## config.mk

```make
export PLATFORM = sky130hd
export DESIGN_NAME = i2s2_frame_ctrl
export DESIGN_NICKNAME = d
export VERILOG_FILES = /design/src/rtl/i2s2_frame_ctrl.sv
export SDC_FILE = /design/constraint.sdc
export NUM_CORES = 1
export LEC_CHECK = 0
export CORE_ASPECT_RATIO = 1.1
export CORE_MARGIN = 10
export CORE_UTILIZATION = 47
export DETAILED_ROUTE_END_ITERATION = 10
export PLACE_DENSITY = 0.75
export SYNTH_ARGS = -nofsm -noshare
export SYNTH_HDL_FRONTEND = slang
export SYNTH_SLANG_ARGS = --single-unit
```

## constraint.sdc

```tcl
create_clock -name clk -period 3.7 [get_ports clk]
set_input_delay 0.74 -clock clk [delete_from_list [all_inputs] [get_ports clk]]
set_output_delay 0.74 -clock clk [all_outputs]
set_load 0.02 [all_outputs]
```

## src/rtl/i2s2_frame_ctrl.sv

```systemverilog
// I2S frame controller: derives SCLK/LRCK from MCLK, serialises DAC pairs, deserialises ADC pairs.
// Latency: a TX pair accepted at frame end plays in the next frame; an RX pair is presented at the end of its frame.
// Backpressure: tx_ready pulses once per frame (zeros play if no pair is offered); an unconsumed RX pair is overwritten and flagged.
module i2s2_frame_ctrl #(
  parameter int DATA_WIDTH    = 24,
  parameter int MCLK_PER_SCLK = 8
) (
  input  logic                  clk,
  input  logic                  rst,
  input  logic                  cfg_enable,
  input  logic                  cmd_clear_status,
  input  logic [DATA_WIDTH-1:0] tx_left,
  input  logic [DATA_WIDTH-1:0] tx_right,
  input  logic                  tx_valid,
  output logic                  tx_ready,
  output logic [DATA_WIDTH-1:0] rx_left,
  output logic [DATA_WIDTH-1:0] rx_right,
  output logic                  rx_valid,
  input  logic                  rx_ready,
  output logic                  da_lrck,
  output logic                  da_sclk,
  output logic                  da_sdin,
  output logic                  ad_lrck,
  output logic                  ad_sclk,
  input  logic                  ad_sdout,
  output logic                  sts_tx_underflow,
  output logic                  sts_rx_overflow
);

  localparam int FRAME_LEN = 64 * MCLK_PER_SCLK;
  localparam int CW        = $clog2(FRAME_LEN);
  localparam int PW        = $clog2(MCLK_PER_SCLK);

  logic [CW-1:0]         cnt_q, cnt_d;
  logic                  sclk_q, sclk_d;
  logic                  lrck_q, lrck_d;
  logic                  sdin_q, sdin_d;
  logic                  tx_ready_q, tx_ready_d;
  logic [DATA_WIDTH-1:0] tx_l_q, tx_r_q;
  logic [DATA_WIDTH-1:0] rx_sh_l_q, rx_sh_r_q;
  logic [DATA_WIDTH-1:0] rx_l_q, rx_r_q;
  logic                  rx_valid_q;
  logic                  unf_q, ovf_q;

  logic [4:0]            nslot, slot_q, tx_idx;
  logic                  frame_end, rx_sample, unf_set, ovf_set;

  always_comb begin
    cnt_d = '0;
    if (cfg_enable) cnt_d = (cnt_q == CW'(FRAME_LEN - 1)) ? '0 : cnt_q + CW'(1);

    // Pins are registered from the next count so they line up with cnt_q.
    nslot      = cnt_d[PW+4:PW];
    tx_idx     = 5'(DATA_WIDTH) - nslot;
    sclk_d     = cfg_enable & cnt_d[PW-1];
    lrck_d     = cfg_enable & cnt_d[CW-1];
    tx_ready_d = cfg_enable & (cnt_d == CW'(FRAME_LEN - 1));
    sdin_d     = 1'b0;
    if (cfg_enable && nslot != 5'd0 && int'(nslot) <= DATA_WIDTH)
      sdin_d = cnt_d[CW-1] ? tx_r_q[tx_idx] : tx_l_q[tx_idx];

    slot_q    = cnt_q[PW+4:PW];
    frame_end = cfg_enable & (cnt_q == CW'(FRAME_LEN - 1));
    rx_sample = cfg_enable && (cnt_q[PW-1:0] == PW'(MCLK_PER_SCLK / 2)) &&
                slot_q != 5'd0 && int'(slot_q) <= DATA_WIDTH;
    unf_set   = tx_ready_q & cfg_enable & ~tx_valid;
    ovf_set   = frame_end & rx_valid_q & ~rx_ready;
  end

  always_ff @(posedge clk) begin
    if (rst) begin
      cnt_q      <= '0;
      sclk_q     <= 1'b0;
      lrck_q     <= 1'b0;
      sdin_q     <= 1'b0;
      tx_ready_q <= 1'b0;
      tx_l_q     <= '0;
      tx_r_q     <= '0;
      rx_sh_l_q  <= '0;
      rx_sh_r_q  <= '0;
      rx_l_q     <= '0;
      rx_r_q     <= '0;
      rx_valid_q <= 1'b0;
      unf_q      <= 1'b0;
      ovf_q      <= 1'b0;
    end else begin
      cnt_q      <= cnt_d;
      sclk_q     <= sclk_d;
      lrck_q     <= lrck_d;
      sdin_q     <= sdin_d;
      tx_ready_q <= tx_ready_d;

      if (!cfg_enable) begin
        tx_l_q <= '0;
        tx_r_q <= '0;
      end else if (tx_ready_q) begin
        tx_l_q <= tx_valid ? tx_left  : '0;
        tx_r_q <= tx_valid ? tx_right : '0;
      end

      if (!cfg_enable) begin
        rx_sh_l_q <= '0;
        rx_sh_r_q <= '0;
      end else if (rx_sample) begin
        if (cnt_q[CW-1]) rx_sh_r_q <= {rx_sh_r_q[DATA_WIDTH-2:0], ad_sdout};
        else             rx_sh_l_q <= {rx_sh_l_q[DATA_WIDTH-2:0], ad_sdout};
      end

      // A frame completing in the same cycle as a transfer keeps rx_valid high.
      if (!cfg_enable) begin
        rx_valid_q <= 1'b0;
      end else if (frame_end) begin
        rx_l_q     <= rx_sh_l_q;
        rx_r_q     <= rx_sh_r_q;
        rx_valid_q <= 1'b1;
      end else if (rx_valid_q && rx_ready) begin
        rx_valid_q <= 1'b0;
      end

      unf_q <= (unf_q & ~cmd_clear_status) | unf_set;
      ovf_q <= (ovf_q & ~cmd_clear_status) | ovf_set;
    end
  end

  assign tx_ready         = tx_ready_q;
  assign rx_left          = rx_l_q;
  assign rx_right         = rx_r_q;
  assign rx_valid         = rx_valid_q;
  assign da_lrck          = lrck_q;
  assign da_sclk          = sclk_q;
  assign da_sdin          = sdin_q;
  assign ad_lrck          = lrck_q;
  assign ad_sclk          = sclk_q;
  assign sts_tx_underflow = unf_q;
  assign sts_rx_overflow  = ovf_q;

endmodule

```

==> results.py <==
metrics = {
    "drt": {
        "vias_per_cell": 5.22,
        "routed-via-count": 5085,
        "remaining_drc_errors": 0,
        "final_antenna_net_count": 0,
        "firstDrtPassIters": 4,
        "drt_iter0_drc": 366,
        "totalWireLength_mm": 14.8,
        "wire_per_inst_microns": 15.2,
    },
    "final_layout": {
        "drive_above_1_share_pct": 7.26,
        "area_delta_synth_final_pct": 28.0,
        "fin_nets": 861,
        "diodes": 0,
    },
    "pwr": {
        "p_leak_nw": 3.01,
        "powerDensity_nw_per_um2": 441,
        "peakVddDrop_mv": 0.236,
    },
    "critical_path": {
        "start_kind": "flip-flop",
        "cpMostUsedCell": "ha_1",
        "critPathMaxFanout": 14,
        "arrival_ns": 3.59,
        "crit_family": "simple AND/OR/NAND/NOR gates",
        "cp_slowest_cell": "xor2_1",
        "setup.worst_path.class": "reg2reg",
        "slowest_delay_ns": 0.42,
        "crit_chain": "ha_1, inv_1, nor3_1, ha_1, nand3b_1, mux2i_4, buf_4, nor4_2, xor2_1, nand3_1, a311oi_1, nor4_1",
        "worstPathRequired_ns": 3.97,
        "path_buf_inv": 2,
        "endpoint_kind": "flip-flop",
    },
    "clock_tree": {
        "cts-root-buf": "clkbuf_16",
        "hold_buffers": 0,
        "cts_buffers": 17,
        "cts_tree": "done",
        "clkTransAtPathRegs_ns": 0.06,
        "cts_setup_buffers": 0,
        "htree_levels": 4,
        "worstSkewPairLatency_ns": 0.42,
        "clock_sinks": 159,
        "clockBufferDepth": 2,
    },
    "yosys": {
        "ys_ff_latch": 159,
        "synth_edf_count": 0,
        "syn_nets": 771,
        "synth_cells": 712,
        "syn_area_sq_um": 6370,
        "ys_warn_count": 0,
        "yosys.cell_types.count": 49,
        "syn_area_per_cell_sq_um": 8.94,
        "seq_area_frac_synth_pct": 50.0,
        "synth_ff_type": "dfxtp_1",
        "async_reset_ff_share_pct": 0,
    },
    "global_routing": {
        "groute.usage.overall_pct": 16.1,
        "grt_pass1_vias": 5011,
        "use_met1_pct": 19.2,
        "met2_usage_pct": 26.4,
        "overflow": 0,
        "grt_pass1_wl_mm": 24.3,
        "antenna_found_initial": 0,
        "use_met3_pct": 5.11,
        "grt-busiest-layer": "met2",
        "grt_max_degree": 66,
    },
    "place": {
        "dp_slack_ns": -0.0361,
        "routabilityCongestion": 0.832,
        "hpwl_mm": 10.3,
        "port-buffer-count": 111,
    },
    "floorplanning": {
        "core_area_sq_um": 13200,
        "fp-row-count": 44,
        "ios": 112,
        "dieArea_sq_um": 18600,
        "die_x_microns": 131,
        "initial_core_util_pct": 48.2,
        "die_h_microns": 142,
    },
    "sta": {
        "max_freq_ghz": 0.302,
        "slew_violations": 0,
        "fin_crit_ns": 3.32,
        "hold_viol": 0,
        "layout_setup_ws_ns": 0.384,
        "final.setup_skew_ns": 0.00743,
        "max_slew_margin_pct": 41.3,
        "rsz0062_at_grt": "false",
        "whs_ns": 0.452,
        "worstMarginPinSlew_ns": 0.880,
        "setup_viol": 0,
        "period_share_pct": 89.6,
    },
    "status": {
        "status": "completed",
    },
    "flow_run": {
        "drv_cap": 0,
    },
    "worst_hold_path": {
        "worstHoldPathType": "reg2reg",
    },
}
[cell usage in the layout, fill, tap and decap left out, types with 3 or more instances in the layout]
cell type,n
mux4_1,5
clkbuf_16,17
nand3b_1,5
dfxtp_1,159
mux4_2,7
nor3_1,6
nand3_1,15
nand2b_1,3
and3_1,3
nor2b_1,49
nor2_1,107
mux2i_1,49
bufinv_16,3
inv_1,6
nand2_1,104
ha_1,3
clkdlybuf4s50_1,110
clkbuf_8,3
o21ai_1,6
buf_4,10
a21oi_1,101
[cell type report]
| class | instances | area, sq um |
|---|---|---|
| Multi-Input combinational cell | 497 | 2960 |
| Sequential cell | 159 | 3180 |
| Clock buffer | 21 | 470 |
| Fill cell | 1141 | 5060 |
| Clock inverter | 9 | 133 |
| Tap cell | 161 | 201 |
| Timing Repair Buffer | 121 | 1180 |
| Inverter | 6 | 22.5 |
[cell families after synthesis]
family | synth area share (%)
muxes | 12.6
AOI/OAI and AO/OA | 10.2
xor gates and xnor gates | 0.275
adders and majority gates | 0.786
buffers and inverters | 3.83
DFF | 50.0
and+or+nand+nor | 22.3
[flip-flops by register name (all words and copies together), names as in the netlist, 9 cells and up]
register   flops
cnt_q          9
rx_sh_l_q     24
tx_l_q        24
tx_r_q        24
rx_right      24
rx_left       24
rx_sh_r_q     24
[where the power goes]
part	total (mW)	internal, mW	switching, mW
Combinational	0.101	0.0571	0.0444
Sequential	1.71	1.71	0.00149
Clock	1.78	1.11	0.670
[synth_stat cells (all sizes together), types with 2 or more instances]
library cell  count  area [sq um]
inv               6          22.5
nor3              6          30.0
and3              3          18.8
a311oi            2          17.5
dfxtp           159          3180
nand2b            4          25.0
and2              3          20.0
clkbuf           38           143
o21ai             7          35.0
mux4             12           289
nand3b            5          37.5
o211ai            2          20.0
mux2i            50           513
nand4             2          12.5
nor2b            49           307
buf              12          78.8
nor4              3          25.0
nand3            15          75.1
nand2           104           390
a2111oi           2          23.8
a21oi           102           522
or4               2          18.8
ha                4          50.1
nor2            107           402
or3b              2          20.0
[per-layer routing]
layer	up-vias	wire (microns)
li1	2565	-
met1	2381	6620
met2	121	7070
met3	18	892
met4	0	219
met5	-	0
[tightest hold or removal path, delay by kind of cell, from the launching register on]
kind / cells / cell delay (ns)
simple gates: 1 / 0.05
compound gates: 1 / 0.05
flops: 1 / 0.31
[final timing paths]
check / start / end / slack [ns] / cells after the start
min: rx_right[18]$_SDFFE_PP0P_ / rx_right[18]$_SDFFE_PP0P_ / 0.45 / 2
min reg2reg: rx_right[18]$_SDFFE_PP0P_ / rx_right[18]$_SDFFE_PP0P_ / 0.45 / 2
max: cnt_q[0]$_SDFF_PP0_ / da_sdin$_SDFF_PP0_ / 0.38 / 12
max reg2reg: cnt_q[0]$_SDFF_PP0_ / da_sdin$_SDFF_PP0_ / 0.38 / 12
[stage by stage]
stage	utilization [%]	total power, mW	setup TNS, ns	std cells	area, sq um
floorplan	-	1.78	0	712	6370
global placement	57.0	1.85	0	944	7540
detailed placement	57.0	1.85	-0.0361	944	7540
CTS	61.6	3.62	0	974	8140
global route	61.7	3.71	0	974	8150
finish	61.7	3.60	0	974	8150
[timing repair]
item | CTS | global route
endpoints found under the setup margin | 0 | 1
gates resized for setup | 0 | 3
hold endpoints to repair | 0 | 0
(Power assumes the default switching activity.)
